--- src/rtl/btn_pkg.sv ---
// btn_pkg: channel state type, default timing constants and counter-width helper for btn_conditioner.
// HELD exists only when BTN_AUTOREPEAT_EN is not defined.
package btn_pkg;

  localparam int DB_CYCLES_DEF     = 16;
  localparam int TICK_DIV_DEF      = 100000;
  localparam int REPEAT_DELAY_DEF  = 50;
  localparam int REPEAT_PERIOD_DEF = 10;

  typedef enum logic [1:0] {
    IDLE   = 2'd0,
    DELAY  = 2'd1,
    REPEAT = 2'd2
  } ch_state_e;

`ifndef BTN_AUTOREPEAT_EN
  // Without auto-repeat the channel only needs to know that the button is down.
  localparam ch_state_e HELD = DELAY;
`endif

  function automatic int rpt_cnt_w(input int delay, input int period);
    return $clog2(((delay > period) ? delay : period) + 1);
  endfunction

endpackage

--- src/rtl/btn_channel.sv ---
// btn_channel: one button channel -- 2-flop synchroniser, debounce counter, press/repeat/release FSM.
// Hold-to-repeat (DELAY/REPEAT, rpt_cnt, rpt_mask) is built only with BTN_AUTOREPEAT_EN.
//
// state  | meaning
// IDLE   | debounced level low, waiting for an accepted press
// DELAY  | held, counting ticks to the first repeat (HELD when repeat is compiled out)
// REPEAT | held, one repeat every REPEAT_PERIOD ticks while rpt_mask is set
module btn_channel
  import btn_pkg::*;
#(
  parameter int DB_CYCLES     = DB_CYCLES_DEF,
  parameter int REPEAT_DELAY  = REPEAT_DELAY_DEF,
  parameter int REPEAT_PERIOD = REPEAT_PERIOD_DEF
) (
  input  logic clk_fast,
  input  logic rst,
  input  logic btn_raw,
  input  logic rpt_mask,
  input  logic tick,
  output logic btn_level,
  output logic btn_press,
  output logic btn_release
);

  localparam int DBW = $clog2(DB_CYCLES);
  localparam logic [DBW-1:0] DB_LAST = DBW'(DB_CYCLES - 1);

  logic           sync1_q, sync1_d;
  logic           sync2_q, sync2_d;
  logic [DBW-1:0] db_cnt_q, db_cnt_d;
  logic           level_q, level_d;
  logic           press_q, press_d;
  logic           release_q, release_d;
  ch_state_e      state_q, state_d;
  logic           acc_press, acc_release;

`ifdef BTN_AUTOREPEAT_EN
  localparam int RW = rpt_cnt_w(REPEAT_DELAY, REPEAT_PERIOD);
  localparam logic [RW-1:0] RPT_DELAY  = RW'(REPEAT_DELAY);
  localparam logic [RW-1:0] RPT_PERIOD = RW'(REPEAT_PERIOD);

  logic [RW-1:0] rpt_cnt_q, rpt_cnt_d;
  logic [RW-1:0] rpt_sat, rpt_inc;
`else
  localparam int unused_rpt_params = REPEAT_DELAY + REPEAT_PERIOD;
  logic unused_rpt_in;
  assign unused_rpt_in = rpt_mask ^ tick;
`endif

  always_comb begin
    sync1_d     = btn_raw;
    sync2_d     = sync1_q;
    db_cnt_d    = '0;
    level_d     = level_q;
    acc_press   = 1'b0;
    acc_release = 1'b0;
    if (sync2_q != level_q) begin
      if (db_cnt_q == DB_LAST) begin
        level_d     = sync2_q;
        acc_press   = sync2_q;
        acc_release = ~sync2_q;
      end else begin
        db_cnt_d = db_cnt_q + 1'b1;
      end
    end
  end

  always_comb begin
    state_d   = state_q;
    press_d   = 1'b0;
    release_d = 1'b0;
`ifdef BTN_AUTOREPEAT_EN
    rpt_cnt_d = rpt_cnt_q;
    rpt_inc   = rpt_cnt_q + 1'b1;
    // DELAY parks at its terminal count while the mask is low
    rpt_sat   = (rpt_cnt_q == RPT_DELAY) ? rpt_cnt_q : rpt_inc;
`endif
    if (acc_release) begin
      release_d = 1'b1;
      state_d   = IDLE;
`ifdef BTN_AUTOREPEAT_EN
      rpt_cnt_d = '0;
`endif
    end else begin
      case (state_q)
        IDLE: begin
          if (acc_press) begin
            press_d = 1'b1;
`ifdef BTN_AUTOREPEAT_EN
            state_d   = DELAY;
            rpt_cnt_d = '0;
`else
            state_d   = HELD;
`endif
          end
        end
`ifdef BTN_AUTOREPEAT_EN
        DELAY: begin
          if (tick) begin
            if (rpt_sat == RPT_DELAY && rpt_mask) begin
              press_d   = 1'b1;
              rpt_cnt_d = '0;
              state_d   = REPEAT;
            end else begin
              rpt_cnt_d = rpt_sat;
            end
          end
        end
        REPEAT: begin
          if (tick) begin
            if (rpt_inc == RPT_PERIOD) begin
              press_d   = rpt_mask;
              rpt_cnt_d = '0;
            end else begin
              rpt_cnt_d = rpt_inc;
            end
          end
        end
`else
        HELD: state_d = HELD;
`endif
        default: state_d = IDLE;
      endcase
    end
  end

  always_ff @(posedge clk_fast or posedge rst) begin
    if (rst) begin
      sync1_q   <= 1'b0;
      sync2_q   <= 1'b0;
      db_cnt_q  <= '0;
      level_q   <= 1'b0;
      press_q   <= 1'b0;
      release_q <= 1'b0;
      state_q   <= IDLE;
`ifdef BTN_AUTOREPEAT_EN
      rpt_cnt_q <= '0;
`endif
    end else begin
      sync1_q   <= sync1_d;
      sync2_q   <= sync2_d;
      db_cnt_q  <= db_cnt_d;
      level_q   <= level_d;
      press_q   <= press_d;
      release_q <= release_d;
      state_q   <= state_d;
`ifdef BTN_AUTOREPEAT_EN
      rpt_cnt_q <= rpt_cnt_d;
`endif
    end
  end

  assign btn_level   = level_q;
  assign btn_press   = press_q;
  assign btn_release = release_q;

endmodule

--- src/rtl/btn_conditioner.sv ---
// btn_conditioner: N_CH-channel push-button front end; owns the shared repeat prescaler and channel fan-out.
// Hold-to-repeat is compiled in when BTN_AUTOREPEAT_EN is defined.
module btn_conditioner
  import btn_pkg::*;
#(
  parameter int N_CH          = 5,
  parameter int DB_CYCLES     = DB_CYCLES_DEF,
  parameter int TICK_DIV      = TICK_DIV_DEF,
  parameter int REPEAT_DELAY  = REPEAT_DELAY_DEF,
  parameter int REPEAT_PERIOD = REPEAT_PERIOD_DEF
) (
  input  logic            clk_fast,
  input  logic            rst,
  input  logic [N_CH-1:0] btn_raw,
  input  logic [N_CH-1:0] rpt_mask,
  output logic [N_CH-1:0] btn_level,
  output logic [N_CH-1:0] btn_press,
  output logic [N_CH-1:0] btn_release
);

  logic tick;

`ifdef BTN_AUTOREPEAT_EN
  localparam int PW = $clog2(TICK_DIV);
  localparam logic [PW-1:0] PRESC_LAST = PW'(TICK_DIV - 1);

  logic [PW-1:0] presc_q, presc_d;

  always_comb begin
    tick    = (presc_q == PRESC_LAST);
    presc_d = tick ? '0 : presc_q + 1'b1;
  end

  always_ff @(posedge clk_fast or posedge rst) begin
    if (rst) presc_q <= '0;
    else     presc_q <= presc_d;
  end
`else
  localparam int unused_tick_div = TICK_DIV;
  assign tick = 1'b0;
`endif

  for (genvar i = 0; i < N_CH; i++) begin : g_ch
    btn_channel #(
      .DB_CYCLES    (DB_CYCLES),
      .REPEAT_DELAY (REPEAT_DELAY),
      .REPEAT_PERIOD(REPEAT_PERIOD)
    ) u_ch (
      .clk_fast   (clk_fast),
      .rst        (rst),
      .btn_raw    (btn_raw[i]),
      .rpt_mask   (rpt_mask[i]),
      .tick       (tick),
      .btn_level  (btn_level[i]),
      .btn_press  (btn_press[i]),
      .btn_release(btn_release[i])
    );
  end

endmodule

--- config.mk ---
export PLATFORM = sky130hd
export DESIGN_NAME = btn_conditioner
export DESIGN_NICKNAME = d
export VERILOG_FILES = /design/src/rtl/btn_pkg.sv /design/src/rtl/btn_channel.sv /design/src/rtl/btn_conditioner.sv
export SDC_FILE = /design/constraint.sdc
export NUM_CORES = 1
export LEC_CHECK = 0
export ABC_AREA = 1
export CAP_MARGIN = 20
export CORE_MARGIN = 1
export CORE_UTILIZATION = 40
export CTS_BUF_LIST = sky130_fd_sc_hd__clkbuf_16
export DETAILED_ROUTE_END_ITERATION = 12
export GPL_TIMING_DRIVEN = 0
export HOLD_SLACK_MARGIN = 0.02
export PLACE_DENSITY_LB_ADDON = 0.3
export SLEW_MARGIN = 20
export SYNTH_ARGS = -nofsm -noshare
export SYNTH_HDL_FRONTEND = slang
export SYNTH_SLANG_ARGS = --single-unit
--- constraint.sdc ---
create_clock -name clk_fast -period 1.94 [get_ports clk_fast]
set_input_delay 0.194 -clock clk_fast [delete_from_list [all_inputs] [get_ports clk_fast]]
set_output_delay 0.194 -clock clk_fast [all_outputs]
set_load 0.02 [all_outputs]
# Word-level counts from Yosys, hierarchy flattened
# Cells that the tools add are included.
# totals
regBits,55
inputBits,12
out_inout_bits,15
# op_classes
n_addsub,5
n_eq_ne,20
mux,65
bitwise_logic,5
n_reduce_logical,10
# op_table
operator,n
two-way mux 1 bit,40
two-way mux 4 bit,10
"adder 4 x 1 -> 4 bit, second input constant",5
"== test 4 bit, second input constant",5
two-way mux 2 bit,10
one-hot mux 2 bit (2 select lines),5
"inequality test 3 x 1 -> 1 bit, second input constant",5
"== test 2 x 1 -> 1 bit, second input constant",5
logical NOT 2 bit,5
AND reduction 2 bit,5
inequality test 1 bit,5
NOT 1 bit,5

# Logic depth before layout (Yosys ltp)
# depth
word_depth,6
ltp_mapped,6

# Cells and area by module
# A second synthesis with hierarchy kept.
# hier_totals
hier_cells,201
hier_area_um2,2003.2
# by_module_without_submodules
module,instances,cells_each,area_per_inst_um2,seq_area_each_um2
btn_channel at g_ch[1].u_ch ...,3,40,401.6,250.2
btn_channel at g_ch[2].u_ch,1,40,399.1,250.2
btn_channel at g_ch[0].u_ch,1,40,395.4,250.2
btn_conditioner,1,1,3.8,0.0

# Least setup slack after synthesis
# OpenSTA, ideal clock, no wires.
# synth_path
kind,reg2reg
startpoint,register g_ch[3].u_ch.db_cnt_q[0]
endpoint,register g_ch[3].u_ch.level_q
setup_ps,117
arrival_time_ps,884
setup_slack_ps,939
path_stages_with_launch,7
n_path_buf,0
path_cell_list,dfrtp_1 > ha_1 > nand2_1 > nor2_2 > nand2_1 > nand2_1 > nand2_1
# synth_via
elab_chain_cells,2
# synth_lines
item,line_no,rtl
start: declaration,btn_channel.sv:30,"logic [DBW-1:0] db_cnt_q, db_cnt_d;"
start signal: assignment,btn_channel.sv:142,db_cnt_q <= db_cnt_d;
== test 4 bit,btn_channel.sv:58,if (db_cnt_q == DB_LAST) begin
AND reduction 2 bit (no line),--,
end signal: assignment,btn_channel.sv:143,level_q <= level_d;
end: declaration,btn_channel.sv:31,"logic level_q, level_d;"
# Every way passes these cells.
# A chain may end at the register's enable or synchronous reset.

# Final worst setup path
# layout_path
startpoint,register g_ch[2].u_ch.level_q
endpoint,output btn_level[2]
# layout_rtl
item,line_no,rtl
start: declaration,btn_channel.sv:31,
start signal: assignment,btn_channel.sv:143,
end: declaration,btn_conditioner.sv:16,"output logic [N_CH-1:0] btn_level,"
# No word-level cell between the ends.

==> impl_metrics.json <==
{
  "startpoint_type": "flip-flop",
  "timing.final.crit_period_ps": 1580,
  "drtPass1Iterations": 4,
  "postPlaceCellArea_um2": 2350,
  "vias_per_cell": 4.39,
  "final_cells": 304,
  "clkLatencyLatePin_ps": 280,
  "die_area_um2": 5380,
  "setup_tns_ps": 0,
  "rsz0062_at_grt": "no",
  "hold-worst-slack_ps": 257,
  "maxSlewHeadroom": 0.664,
  "diodes": 0,
  "cts_tree": "built",
  "rows": 25,
  "finalWirelength_mm": 2.89,
  "fmax_mhz": 632,
  "final_nets": 253,
  "cts_sinks": 50,
  "grt_util_all_layers": 0.133,
  "r2r_slack_ps": 820,
  "critPathKind": "flip-flop to output pin",
  "htreeDepth": 2,
  "cts-root-buf": "clkbuf_16",
  "max_slew.worst_pin.slew_ps": 503,
  "worstPathRequired_ps": 1750,
  "drc_errors": 0,
  "fin_crit_sh": 0.816,
  "min_path_type": "primary input to async pin",
  "num_vias": 1335,
  "drive_gt1_frac": 0.143,
  "utilization": 0.522,
  "setup_viol_count_final": 0,
  "seq_area_frac_synth": 0.615,
  "avgSynthCellArea_um2": 9.83,
  "vdd_drop_max_v": 0.000591,
  "cts_buffer_depth": 2,
  "place.gp.congestion": 0.722,
  "post-place-cells": 296,
  "grt_pass1_vias": 1247,
  "io_buffers": 21,
  "ys_types": 16,
  "post_cts_resized": 0,
  "drv_cap": 0,
  "hold_viol": 0,
  "crit_fanout": 4,
  "antenna_found_initial": 0,
  "cts_hold_buffers": 0,
  "core_um2": 4820,
  "drtIter0Drc": 75,
  "crit_arrival_ps": 1390,
  "grt_max_degree": 29,
  "dp_hpwl_mm": 2.15,
  "die_x_um": 73.3,
  "place_ws_ps": 663,
  "yosysWarnings": 0,
  "grt_pass1_wl_mm": 5.27,
  "ys_ff_latch": 50,
  "timing.clock.skew_ps": 6.10,
  "setup_ws_ps": 357,
  "stdcell_area_um2": 2510,
  "run_status": "completed",
  "synth.cell_area_um2": 2040,
  "p_total_mw": 2.14,
  "slew_viol_final": 0,
  "ant_nets": 0,
  "wl_per_cell_um": 9.52,
  "die_y_um": 73.3,
  "ios": 27,
  "worstSetupEndpointType": "output pin",
  "syn_inst": 207,
  "overflow": 0,
  "areaGrowthSynthToFinish_pct": 23.4,
  "synth_nets": 224,
  "cts_buffers": 5,
  "power.leakage_nw": 1.30,
  "power_density_nw_per_um2": 852,
  "initial_utilization": 0.423,
  "clkTransAtPathRegs_ps": 60,
  "post_cts_buffers": 0
}
cells in the final DEF, fill, tap and decap left out, types with 2 or more instances in the layout:
cell type	instances
inv_1	25
clkbuf_16	5
nand3_2	5
nor2_2	4
nor2_1	28
o21ai_0	7
nand3_1	5
buf_4	15
dfrtp_1	50
nand2_1	49
ha_1	5
a21boi_0	3
clkdlybuf4s50_1	21
nor3_1	3
nand4_1	5
nand2_2	2
state kept, by name, summed over array words and instances (netlist names):
| register | cells |
|---|---|
| g_ch.u_ch.sync1_q | 5 |
| g_ch.u_ch.state_q | 5 |
| g_ch.u_ch.btn_release | 5 |
| g_ch.u_ch.btn_press | 5 |
| g_ch.u_ch.btn_level | 5 |
| g_ch.u_ch.db_cnt_q | 20 |
| g_ch.u_ch.sync2_q | 5 |
cells by family (layout without fill, tap and decap cells):
kind of cell,after synthesis,in the layout,synth area share
simple gates,101,101,0.220
fa+ha+maj,5,5,0.0307
buf+inv,39,69,0.0996
flops,50,50,0.615
xor+xnor,1,1,0.00430
compound gates,11,11,0.0307
cell type report:
cell class | count | area (um^2)
multi-input cells | 118 | 582
plain buffers | 15 | 113
flip-flops and latches | 50 | 1250
well taps | 67 | 83.8
repair buffers | 22 | 230
clock inverters | 3 | 37.5
fillers | 433 | 2300
clock buffers | 5 | 125
inverters | 24 | 90.1
layer usage:
metal	track usage	share of wire
met4	0.0705	0.020
met3	0.0370	0.032
met2	0.218	0.47
met1	0.159	0.48
met5	0	0
critical path, cell delays in order (launching register included):
cell and delay (ps):
dfrtp_1 400, buf_4 120, clkdlybuf4s50_1 580
final timing paths:
check	start	depth (start not counted)	end
worst max-delay path	g_ch[2].u_ch.btn_level$_DFFE_PP0P_	2	btn_level[2]
worst min-delay path	rst	2	g_ch[2].u_ch.btn_press$_DFF_PP0_
worst max register to register	g_ch[2].u_ch.db_cnt_q[0]$_DFF_PP0_	4	g_ch[2].u_ch.db_cnt_q[3]$_DFF_PP0_
worst min register to register	g_ch[3].u_ch.sync1_q$_DFF_PP0_	0	g_ch[3].u_ch.sync2_q$_DFF_PP0_
max in group asynchronous	rst	3	g_ch[3].u_ch.btn_press$_DFF_PP0_
min in group clk_fast	btn_raw[1]	1	g_ch[1].u_ch.sync1_q$_DFF_PP0_
power breakdown:
part           internal [mW]  leakage (nW)  total [mW]  switching (mW)
Sequential              1.08         0.663        1.11          0.0312
Clock                  0.598        0.0864       0.940           0.342
Combinational         0.0396         0.549      0.0911          0.0515
cells in the mapped netlist, drive strengths merged:
library cell	n	area, um^2
inv	24	90.1
nor2	32	130
a21boi	3	22.5
dfrtp	50	1250
xnor2	1	8.76
nand4	5	31.3
ha	5	62.6
a21oi	1	5.00
nor3	3	15.0
o21ai	7	35.0
nand3	10	75.1
buf	15	113
nand2	51	196
(Power assumes the default switching activity.)
